**config.mk**
```make
export PLATFORM = sky130hd
export DESIGN_NAME = tone_bank_gen
export DESIGN_NICKNAME = d
export VERILOG_FILES = /design/src/rtl/tone_bank_pkg.sv /design/src/rtl/tone_bank_gen_voice.sv /design/src/rtl/tone_bank_gen.sv
export SDC_FILE = /design/constraint.sdc
export NUM_CORES = 1
export LEC_CHECK = 0
export CORE_AREA = 4 4 196 198
export DETAILED_ROUTE_END_ITERATION = 8
export DIE_AREA = 0 0 200 202
export PLACE_DENSITY = 0.75
export SYNTH_ARGS = -nofsm -noshare
export SYNTH_HDL_FRONTEND = slang
export SYNTH_SLANG_ARGS = --single-unit
```
**constraint.sdc**
```tcl
create_clock -name clk -period 12.1 [get_ports clk]
set_clock_uncertainty 0.1 [all_clocks]
set_input_delay 1.21 -clock clk [delete_from_list [all_inputs] [get_ports clk]]
set_output_delay 1.21 -clock clk [all_outputs]
set_load 0.03 [all_outputs]
```
**src/rtl/tone_bank_pkg.sv**
```systemverilog
// Shared types and helpers for the multi-channel test-tone generator.
// Latency: n/a (types, constants and pure functions only).
// Backpressure: n/a.
//
// Contents: per-channel waveform mode encoding, mix FSM state encoding,
// and the signed full-scale limits used when saturating the channel mix.
package tone_bank_pkg;

    typedef enum logic [1:0] {
        MODE_OFF     = 2'b00,
        MODE_SQUARE  = 2'b01,
        MODE_IMPULSE = 2'b10,
        MODE_SAW     = 2'b11
    } mode_e;

    typedef enum logic [1:0] {
        ST_IDLE  = 2'b00,
        ST_ACCUM = 2'b01,
        ST_SAT   = 2'b10,
        ST_OUT   = 2'b11
    } mix_state_e;

    // Largest positive value of a w-bit two's complement sample.
    function automatic longint sample_max(input int unsigned w);
        return (longint'(1) <<< (w - 1)) - longint'(1);
    endfunction

    // Most negative value of a w-bit two's complement sample.
    function automatic longint sample_min(input int unsigned w);
        return -(longint'(1) <<< (w - 1));
    endfunction

endpackage

```
**src/rtl/tone_bank_gen_voice.sv**
```systemverilog
// Waveform generator for one tone channel, shared across all channels by the mix FSM.
// Latency: purely combinational, zero cycles.
// Backpressure: none; the parent decides which channel's state is presented each cycle.
//
// Ports:
//   mode        waveform select for the channel being evaluated
//   phase       channel phase before this sample's increment
//   phase_inc   per-sample phase step
//   imp_cnt     remaining impulse-high samples for the channel
//   shift       arithmetic right shift applied to the contribution
//   contrib     signed, attenuated contribution to the mix
//   phase_next  phase to store back (held at zero while off)
//   imp_next    impulse counter to store back
module tone_channel_voice
    import tone_bank_pkg::*;
#(
    parameter int PHASE_W     = 32,
    parameter int SAMPLE_W    = 16,
    parameter int IMPULSE_LEN = 4,
    parameter int CNT_W       = 3
) (
    input  mode_e                       mode,
    input  logic [PHASE_W-1:0]          phase,
    input  logic [PHASE_W-1:0]          phase_inc,
    input  logic [CNT_W-1:0]            imp_cnt,
    input  logic [3:0]                  shift,
    output logic signed [SAMPLE_W-1:0]  contrib,
    output logic [PHASE_W-1:0]          phase_next,
    output logic [CNT_W-1:0]            imp_next
);

    localparam logic signed [SAMPLE_W-1:0] MAX_VAL = SAMPLE_W'(sample_max(SAMPLE_W));

    logic [PHASE_W:0]            sum;
    logic                        wrap;
    logic signed [SAMPLE_W-1:0]  raw;

    // The carry out of the phase add marks the end of one tone period.
    assign sum  = {1'b0, phase} + {1'b0, phase_inc};
    assign wrap = sum[PHASE_W];

    always_comb begin
        raw        = '0;
        phase_next = sum[PHASE_W-1:0];
        imp_next   = '0;
        case (mode)
            MODE_OFF: begin
                phase_next = '0;
            end
            MODE_SQUARE: begin
                raw = phase[PHASE_W-1] ? -MAX_VAL : MAX_VAL;
            end
            MODE_IMPULSE: begin
                // Output uses the counter as it stood before this sample, so a
                // wrap shows up as full scale starting on the following sample.
                raw = (imp_cnt != '0) ? MAX_VAL : '0;
                if (wrap) begin
                    imp_next = CNT_W'(IMPULSE_LEN);
                end else if (imp_cnt != '0) begin
                    imp_next = imp_cnt - 1'b1;
                end
            end
            MODE_SAW: begin
                raw = $signed(phase[PHASE_W-1 -: SAMPLE_W]);
            end
            default: begin
                raw = '0;
            end
        endcase
        contrib = raw >>> shift;
    end

endmodule

```
**src/rtl/tone_bank_gen.sv**
```systemverilog
// Multi-channel test-tone source: mixes NUM_CH square/impulse/saw channels into one saturated sample.
// Latency: sample_valid pulses NUM_CH+2 cycles after each sample_tick.
// Backpressure: none; the sink must accept every sample_valid pulse.
//
// Ports:
//   clk, rst       system clock, asynchronous active-high reset
//   ch_phase_inc   per-channel phase step, channel c at [c*PHASE_W +: PHASE_W]
//   ch_mode        per-channel mode, 00 off / 01 square / 10 impulse / 11 saw
//   ch_shift       per-channel attenuation shift 0..15
//   sample_tick    one-cycle pulse at the start of each sample period
//   sample_out     saturated signed mix, held between updates
//   sample_valid   one-cycle pulse when sample_out updates
//   clip           set when the last published sample was clamped
//   busy           high while the mix FSM is working on a frame
module tone_bank_gen
    import tone_bank_pkg::*;
#(
    parameter int CYCLES_PER_SAMPLE = 2272,
    parameter int NUM_CH            = 4,
    parameter int PHASE_W           = 32,
    parameter int SAMPLE_W          = 16,
    parameter int IMPULSE_LEN       = 4
) (
    input  logic                        clk,
    input  logic                        rst,
    input  logic [NUM_CH*PHASE_W-1:0]   ch_phase_inc,
    input  logic [NUM_CH*2-1:0]         ch_mode,
    input  logic [NUM_CH*4-1:0]         ch_shift,
    output logic                        sample_tick,
    output logic signed [SAMPLE_W-1:0]  sample_out,
    output logic                        sample_valid,
    output logic                        clip,
    output logic                        busy
);

    localparam int ACC_W  = SAMPLE_W + $clog2(NUM_CH) + 1;
    localparam int CH_W   = (NUM_CH > 1) ? $clog2(NUM_CH) : 1;
    localparam int CNT_W  = $clog2(IMPULSE_LEN + 1);
    localparam int SCNT_W = (CYCLES_PER_SAMPLE > 1) ? $clog2(CYCLES_PER_SAMPLE) : 1;

    localparam logic signed [ACC_W-1:0] ACC_MAX = ACC_W'(sample_max(SAMPLE_W));
    localparam logic signed [ACC_W-1:0] ACC_MIN = ACC_W'(sample_min(SAMPLE_W));

    // The mix must finish before the next tick, otherwise a frame would be dropped.
    if (CYCLES_PER_SAMPLE < NUM_CH + 4) begin : g_bad_cycles_per_sample
        $error("tone_bank_gen: CYCLES_PER_SAMPLE must be >= NUM_CH+4");
    end
    if (PHASE_W < SAMPLE_W) begin : g_bad_phase_w
        $error("tone_bank_gen: PHASE_W must be >= SAMPLE_W");
    end

    // ---------------------------------------------------------------
    // Sample-rate strobe
    // ---------------------------------------------------------------
    logic [SCNT_W-1:0] samp_cnt;

    always_ff @(posedge clk or posedge rst) begin
        if (rst) begin
            samp_cnt    <= '0;
            sample_tick <= 1'b0;
        end else begin
            sample_tick <= (samp_cnt == '0);
            if (samp_cnt == SCNT_W'(CYCLES_PER_SAMPLE - 1)) begin
                samp_cnt <= '0;
            end else begin
                samp_cnt <= samp_cnt + 1'b1;
            end
        end
    end

    // ---------------------------------------------------------------
    // Per-channel state and frame snapshot
    // ---------------------------------------------------------------
    mix_state_e                 state;
    logic [CH_W-1:0]            ch_idx;
    logic signed [ACC_W-1:0]    acc;
    logic [NUM_CH*2-1:0]        mode_q;
    logic [NUM_CH*PHASE_W-1:0]  inc_q;
    logic [NUM_CH*4-1:0]        shift_q;
    logic [PHASE_W-1:0]         phase   [NUM_CH];
    logic [CNT_W-1:0]           imp_cnt [NUM_CH];

    mode_e                      v_mode;
    logic signed [SAMPLE_W-1:0] v_contrib;
    logic [PHASE_W-1:0]         v_phase_next;
    logic [CNT_W-1:0]           v_imp_next;

    assign v_mode = mode_e'(mode_q[ch_idx*2 +: 2]);

    tone_channel_voice #(
        .PHASE_W     (PHASE_W),
        .SAMPLE_W    (SAMPLE_W),
        .IMPULSE_LEN (IMPULSE_LEN),
        .CNT_W       (CNT_W)
    ) u_voice (
        .mode       (v_mode),
        .phase      (phase[ch_idx]),
        .phase_inc  (inc_q[ch_idx*PHASE_W +: PHASE_W]),
        .imp_cnt    (imp_cnt[ch_idx]),
        .shift      (shift_q[ch_idx*4 +: 4]),
        .contrib    (v_contrib),
        .phase_next (v_phase_next),
        .imp_next   (v_imp_next)
    );

    // ---------------------------------------------------------------
    // Saturation of the accumulated mix
    // ---------------------------------------------------------------
    logic signed [SAMPLE_W-1:0] sat_val;
    logic                       sat_clip;

    always_comb begin
        sat_val  = acc[SAMPLE_W-1:0];
        sat_clip = 1'b0;
        if (acc > ACC_MAX) begin
            sat_val  = ACC_MAX[SAMPLE_W-1:0];
            sat_clip = 1'b1;
        end else if (acc < ACC_MIN) begin
            sat_val  = ACC_MIN[SAMPLE_W-1:0];
            sat_clip = 1'b1;
        end
    end

    // ---------------------------------------------------------------
    // Mix FSM: IDLE -> ACCUM (one cycle per channel) -> SAT -> OUT
    // ---------------------------------------------------------------
    always_ff @(posedge clk or posedge rst) begin
        if (rst) begin
            state        <= ST_IDLE;
            ch_idx       <= '0;
            acc          <= '0;
            mode_q       <= '0;
            inc_q        <= '0;
            shift_q      <= '0;
            sample_out   <= '0;
            sample_valid <= 1'b0;
            clip         <= 1'b0;
            busy         <= 1'b0;
            for (int c = 0; c < NUM_CH; c++) begin
                phase[c]   <= '0;
                imp_cnt[c] <= '0;
            end
        end else begin
            sample_valid <= 1'b0;
            case (state)
                ST_IDLE: begin
                    if (sample_tick) begin
                        // Freeze the channel configuration for the whole frame.
                        mode_q  <= ch_mode;
                        inc_q   <= ch_phase_inc;
                        shift_q <= ch_shift;
                        acc     <= '0;
                        ch_idx  <= '0;
                        busy    <= 1'b1;
                        state   <= ST_ACCUM;
                    end
                end
                ST_ACCUM: begin
                    phase[ch_idx]   <= v_phase_next;
                    imp_cnt[ch_idx] <= v_imp_next;
                    acc <= acc + {{(ACC_W-SAMPLE_W){v_contrib[SAMPLE_W-1]}}, v_contrib};
                    if (ch_idx == CH_W'(NUM_CH - 1)) begin
                        state <= ST_SAT;
                    end else begin
                        ch_idx <= ch_idx + 1'b1;
                    end
                end
                ST_SAT: begin
                    // Outputs are registered on the way into OUT so they are
                    // visible, with the valid pulse, for the OUT cycle.
                    sample_out   <= sat_val;
                    clip         <= sat_clip;
                    sample_valid <= 1'b1;
                    state        <= ST_OUT;
                end
                ST_OUT: begin
                    busy  <= 1'b0;
                    state <= ST_IDLE;
                end
                default: begin
                    busy  <= 1'b0;
                    state <= ST_IDLE;
                end
            endcase
        end
    end

endmodule

```
# ---- Word level (Yosys, flattened, before mapping)
# Index checks and enable logic that the tools add are counted.
dict set report totals {
  wordCells 92
  out_inout_bits 20
  register_bits 347
}
dict set report op_classes {
  n_eq_ne 11
  n_shift 4
  bitwise_logic 1
  reduce_logical 12
  mux 35
  add_sub_neg 5
  n_lt_le_gt_ge 4
}
# cell count
set ops {}
lappend ops {{$bwmux W128} 1}
lappend ops {{$mux W32} 4}
lappend ops {{$shiftx A128 B8 Y32} 1}
lappend ops {{$bmux W32 S2} 1}
lappend ops {{$demux W32 S2} 1}
lappend ops {{$mux W16} 3}
lappend ops {{$pmux W16 S3} 1}
lappend ops {{$pmux W19 S2} 1}
lappend ops {{$add A32 B32 Y33} 1}
lappend ops {{$add A19 B19 Y19} 1}
lappend ops {{$gt A19 B16 Y1 const B} 1}
lappend ops {{$lt A19 B16 Y1 const B} 1}
lappend ops {{$mux W19} 1}
lappend ops {{$mux W3} 6}
lappend ops {{$shiftx A16 B5 Y4} 1}
lappend ops {{$sshr A16 B4 Y16} 1}
lappend ops {{$mux W15} 1}
lappend ops {{$add A12 B1 Y12 const B} 1}
lappend ops {{$bwmux W12} 1}
lappend ops {{$eq A12 B12 Y1 const B} 1}
lappend ops {{$logic_not A12 Y1} 1}
lappend ops {{$mux W12} 1}
lappend ops {{$eq A2 B2 Y1 const B} 5}
lappend ops {{$mux W2} 4}
lappend ops {{other kinds (20)} 31}

# ---- Longest topological paths before layout
dict set report logic_depth {
  word_depth 10
  depth_mapped 24
}

# ---- By module
# Synthesis repeated with hierarchy kept, for this count alone.
dict set report unflattened {
  cells_unflattened 1480
  area_unflattened_um2 18450.2
}
# mod instances area_per_inst_um2 cells_per_inst seq_area_each_um2
set modules_own_cells {}
lappend modules_own_cells {tone_bank_gen 1 15544.9 1039 8683.3}
lappend modules_own_cells {tone_channel_voice 1 2905.3 441 0.0}

# ---- Worst setup path after synthesis
# OpenSTA, ideal clock, no wires.
dict set report synth_timing {
  kind {reg-to-reg}
  startpoint {reg ch_idx[0]}
  endpoint {reg acc[16]}
  t_required_ns 11.876
  path_buffers 4
  setup_time_ns 0.124
  path_stages_with_launch 25
  slack_ns 7.175
  t_arrival_ns 4.701
  cell_sequence {dfrtp_1 > buf_6 > buf_6 > buf_8 > buf_2 > mux4_2 > nor2_1 > ha_1 > nor2_1 > a21o_1 > o21ai_1 > a21oi_2 > a21oi_1 > a21oi_1 > ha_1 > inv_1 > fa_1 > nor2b_1 > o21a_1 > o21ai_0 > a21oi_1 > a31oi_1 > o31ai_1 > o211a_1 > a211o_1}
}
dict set report synth_via {
  elab_chain_len 10
  word_cells_on_any_way 19
  cone_classes {add/sub: 1; eq/ne: 3; shift: 3; mux: 10; bitwise: 1; reduce/logical: 1}
}
# item line_no
set synth_lines {}
lappend synth_lines {{from (decl)} tone_bank_gen.sv:75} ;# logic [CH_W-1:0] ch_idx;
lappend synth_lines {{from (signal assigned)} tone_bank_gen.sv:165} ;# ch_idx <= ch_idx + 1'b1;
lappend synth_lines {{$not A2 Y3 (not written as such)} {tone_bank_gen.sv:97, tone_bank_gen.sv:99}}
lappend synth_lines {{$bmux W3 S2} tone_bank_gen.sv:99} ;# .imp_cnt (imp_cnt[ch_idx]),
lappend synth_lines {{$mux W3 (not written as such) (2 in series)} tone_bank_gen.sv:99}
lappend synth_lines {{$reduce_bool A3 Y1} tone_bank_gen_voice.sv:56} ;# raw = (imp_cnt != '0) ? MAX_VAL : '0;
lappend synth_lines {{$mux W15} tone_bank_gen_voice.sv:56}
lappend synth_lines {{$pmux W16 S3} tone_bank_gen_voice.sv:46} ;# case (mode)
lappend synth_lines {{$sshr A16 B4 Y16 (*)} tone_bank_gen_voice.sv:70} ;# contrib = raw >>> shift;
lappend synth_lines {{$add A19 B19 Y19 (*)} tone_bank_gen.sv:161} ;# acc <= acc + {{(ACC_W-SAMPLE_W){v_contrib[SAMPLE_W-1]}}, v_contrib};
lappend synth_lines {{$pmux W19 S2 (*)} tone_bank_gen.sv:145} ;# case (state)
lappend synth_lines {{to (signal assigned)} tone_bank_gen.sv:161}
lappend synth_lines {{to (decl)} tone_bank_gen.sv:76} ;# logic signed [ACC_W-1:0] acc;
# Mark *: on every way between the ends. The rest lies on a longest branch, timed or not. The select of a mux whose other input is x is not followed.
# A chain may end at the register's enable or synchronous reset.

# ---- Worst setup path after layout
# Same ends and word-level chain as after synthesis.

==> run summary <==
The final worst-path cycle share is 0.513. The worst setup path is captured at a flip-flop. The number of enable flip-flop cells after synthesis is 0. The library cell used most frequently in the layout, excluding fill and tap cells, is sky130_fd_sc_hd__dfrtp_1. The number of endpoints failing setup at the final stage came out at 0. Walking the worst path, the cells encountered are buf_4 -> mux4_2 -> inv_1 -> ha_1 -> o2bb2ai_4 -> a21oi_1 -> a211o_1 -> a21oi_1 -> nor3_1 -> a21oi_1 -> ha_1 -> inv_1 -> fa_1 -> nor2b_1 -> o21a_1 -> o21ai_0 -> a21oi_1 -> a31oi_1 -> o31ai_1 -> o21ai_0 -> a211o_1. Setup repair after global routing left no endpoint under its margin. The total number of placement rows came out at 70.

The I/O pin total is 174. CTS placed an instance of sky130_fd_sc_hd__clkbuf_16 at the clock tree root. The H-tree depth is 2. Counting every net in the synthesized netlist gives 1769. The initial antenna violation count is 0.

The total global routing overflow came out at 0. The arrival time reported for the critical path endpoint came out at 6.52 ns. The top fanout value on the critical path came out at 47. Summing every instance area after synthesis gives 18100 µm². The via count of the first global-routing pass was 13400.

The slew at the pin closest to its max-slew limit is 1.20 ns. The Yosys warning count came out at 0. The critical path data required time came out at 12.41 ns.

The share of synthesized area occupied by flip-flops and latches came out at 0.479. In the final layout, the share of cells above drive strength 1 is 0.195. The later pin in the worst-skew pair is clocked with a latency of 0.53 ns.

The normalized max-slew margin came out at 0.196. In the layout the commonest cells are sky130_fd_sc_hd__dfrtp_1 (345), sky130_fd_sc_hd__clkdlybuf4s50_1 (173), sky130_fd_sc_hd__mux2_2 (169). The width of the die came out at 200 µm. The length of the first detailed-routing pass in iterations came out at 5. The share of the synthesized area in compound gates (AO/OA/AOI/OAI) was 0.135. For this run, the top clock speed supported by timing is 161 MHz. Dividing total power by cell area gives a power density of 147 nW/µm². The number of pins with negative max-slew slack in the final report came to 0. The chip height is 202 µm. The multi-input combinational cell area came out at 8870 µm². The count of mapped cells out of synthesis is 1550. The routed layout has 12800 vias. The cell type with the highest occurrence count on the critical path is sky130_fd_sc_hd__a21oi_1. The area growth from synthesis to layout is 18.2%.

The flow ran to the end, and the final reports show no timing, DRC or antenna violations. Setup total negative slack on the finished layout was measured at 0 ns. The number of inserted filler cells in the final layout is 2899. In this run, synthesis produced a sequential element count of 347. After detailed placement, the total cell area comes to 20100 µm². The number of buffers created by CTS came out at 38. The area of the core came out at 36500 µm². Port buffering added 173 buffers. The xor/xnor share of the synthesized area is 0.0226. The worst slack after detailed placement came out at 5.85 ns. The max-capacitance violation count came out at 0. The mean number of vias per cell came out at 5.92. STA classifies the critical path startpoint as a flip-flop.

The placer congestion estimate is 0.940. For this run, the post-layout net count is 1893. After synthesis, the largest family of logic cells by area is multiplexers. The maximum ir drop on the vdd rail came out at 0.0911 mV.

The clock transition at the registers of the reported paths came out at 0.06 ns. The die covers 40400 µm². After detailed routing, the number of remaining DRC violations is 0. The clock net in this run drives a total of 347 sinks. The average wire length per cell after detail routing came out at 20.3 µm.

The reported leakage power came out at 9.46 nW. The clock period minus final worst setup slack is 6.21 ns. The routed wire length is 44100 µm. The sum of buffers and inverters on the critical path is 3. A synthesized cell averages 11.7 µm². The count of antenna diodes in the layout came out at 0. Grouping stages by cell kind, the critical path spends the most delay in compound AO/OA/AOI/OAI gates. The first-pass GRT wire length is 72500 µm. The remaining antenna violation count after routing came out at 0. The initial core utilization is 0.497. Once the clock tree was built, the setup fixing pass inserted 0 buffers. The total of hold buffers inserted after clock tree synthesis came out at 0. The final non-filler cell area came out at 21400 µm². The final setup slack of the worst path came out at 5.89 ns. The simple logic cell fraction of the synthesized area is 0.0779. The total global routing track utilization came out at 0.220.

The tightest min-delay check is of the flip-flop to flip-flop type. The cell with the largest stage delay on the worst path is sky130_fd_sc_hd__buf_4. The worst stage delay on the critical path came out at 0.86 ns. The wire-length estimate of the detail-placed layout is 30700 µm. Of the total synthesized cell area, the portion taken by full adders, half adders and majority gates is 0.0456. After the first detailed-routing iteration, the DRC count stood at 886. The largest net degree at the start of global routing is 107. The maximum clock path buffer count is 3. The portion of synthesized area spent on multiplexers is 0.207.

TritonCTS built the clock tree. Once the clock tree was built, the resizer swapped 0 gates to a different size. The hold violation total from the final report is 0. For this run, asynchronously set or reset flops after synthesis account for 1.00. In the synthesized netlist the dominant register cell turns out to be sky130_fd_sc_hd__dfrtp_1.

The distinct cell type count of the synthesized netlist came out at 69. The final hold slack came out at 0.372 ns. The critical path is of the flip-flop to flip-flop type. The combined flip-flop and latch cell area came out at 8690 µm².
## layer usage
metal | vias to the layer above | global-route usage | wire length, µm
met1 | 6401 | 0.316 | 19400
met3 | 52 | 0.0377 | 2710
met2 | 416 | 0.356 | 21100
li1 | 5974 | - | -
met5 | - | 0 | 0
met4 | 0 | 0.0478 | 805
## per-stage QoR
step,utilization,total power [mW],std cells
finish,0.587,3.15,2171
global route,0.587,3.30,2171
CTS,0.587,3.17,2171
detailed placement,0.551,1.96,2102
global placement,0.551,1.94,2102
floorplan,-,1.75,1550
## logic make-up after synthesis
group | count (synthesis)
buffers and inverters | 142
xor gates and xnor gates | 46
muxes | 261
AOI/OAI and AO/OA | 364
DFF | 347
adders and majority gates | 65
and+or+nand+nor | 325
## where the power goes
group / internal (mW) / total, mW / switching, mW / leakage, nW
sequential: 1.26 / 1.33 / 0.0698 / 4.19
clock: 0.749 / 1.21 / 0.460 / 0.649
combinational: 0.284 / 0.614 / 0.330 / 4.62
total: 2.29 / 3.15 / 0.860 / 9.46
## Yosys cell counts, drive strengths merged, types with 2 or more instances
cell type / n / share of area
clkbuf: 76 / 0.016
ha: 63 / 0.043
o21ai: 91 / 0.025
and3: 13 / 0.0045
a21boi: 2 / 0.00083
o211ai: 4 / 0.0017
o41ai: 2 / 0.00097
or2: 3 / 0.0010
a22o: 46 / 0.022
or3: 3 / 0.0010
nor2b: 4 / 0.0014
o31ai: 50 / 0.021
mux2i: 18 / 0.0099
xnor2: 19 / 0.0096
xor2: 27 / 0.013
a211o: 6 / 0.0029
o21a: 10 / 0.0041
buf: 25 / 0.0091
a21o: 24 / 0.0099
a21oi: 59 / 0.016
and2: 5 / 0.0017
nor3b: 2 / 0.00083
nand3: 17 / 0.0050
dfrtp: 347 / 0.48
nand2b: 6 / 0.0025
mux2: 169 / 0.10
a31oi: 10 / 0.0034
a41oi: 3 / 0.0014
nor2: 77 / 0.016
nor3: 15 / 0.0041
a32o: 3 / 0.0017
o22ai: 21 / 0.0072
o21bai: 6 / 0.0025
a211oi: 11 / 0.0046
a2111oi: 3 / 0.0015
nor4: 4 / 0.0014
nand2: 163 / 0.034
mux4: 74 / 0.092
inv: 41 / 0.0085
fa: 2 / 0.0022
nand4: 10 / 0.0034
## worst paths after layout
path                              end  slack, ns       from  cells past startpoint
max in group asynchronous   ch_idx[0]       9.10        rst                      3
hold / removal               phase[7]       0.37   phase[7]                      2
setup reg to reg              acc[16]       5.89  ch_idx[0]                     21
hold reg to reg              phase[7]       0.37   phase[7]                      2
min in group asynchronous  phase[104]       1.14        rst                      2
setup / recovery              acc[16]       5.89  ch_idx[0]                     21
## layout make-up
| cell class | instances | share of cell area |
|---|---|---|
| Timing Repair Buffer | 185 | 0.0849 |
| Sequential cell | 347 | 0.405 |
| Clock inverter | 12 | 0.00898 |
| Inverter | 41 | 0.00752 |
| Tap cell | 468 | 0.0273 |
| Clock buffer | 57 | 0.0524 |
| Multi-Input combinational cell | 1061 | 0.414 |
## sequential cells by signal (all words and copies together), names as in the netlist
name          cells
sample_tick       1
clip              1
inc_q           128
sample_out       16
mode_q            8
phase           128
busy              1
ch_idx            2
acc              19
shift_q          16
sample_valid      1
state             2
samp_cnt         12
imp_cnt          12
## worst register-to-register path: stages (launching register included)
cell                        delay [ns]
sky130_fd_sc_hd__dfrtp_4          0.82
sky130_fd_sc_hd__buf_4            0.87
sky130_fd_sc_hd__mux4_2           0.42
sky130_fd_sc_hd__inv_1            0.05
sky130_fd_sc_hd__ha_1             0.27
sky130_fd_sc_hd__o2bb2ai_4        0.31
sky130_fd_sc_hd__a21oi_1          0.08
sky130_fd_sc_hd__a211o_1          0.30
sky130_fd_sc_hd__a21oi_1          0.12
sky130_fd_sc_hd__nor3_1           0.08
sky130_fd_sc_hd__a21oi_1          0.16
sky130_fd_sc_hd__ha_1             0.22
sky130_fd_sc_hd__inv_1            0.07
sky130_fd_sc_hd__fa_1             0.41
sky130_fd_sc_hd__nor2b_1          0.13
sky130_fd_sc_hd__o21a_1           0.14
sky130_fd_sc_hd__o21ai_0          0.12
sky130_fd_sc_hd__a21oi_1          0.31
sky130_fd_sc_hd__a31oi_1          0.21
sky130_fd_sc_hd__o31ai_1          0.50
sky130_fd_sc_hd__o21ai_0          0.14
sky130_fd_sc_hd__a211o_1          0.27
Note: power is estimated with default switching activity, not from simulation.
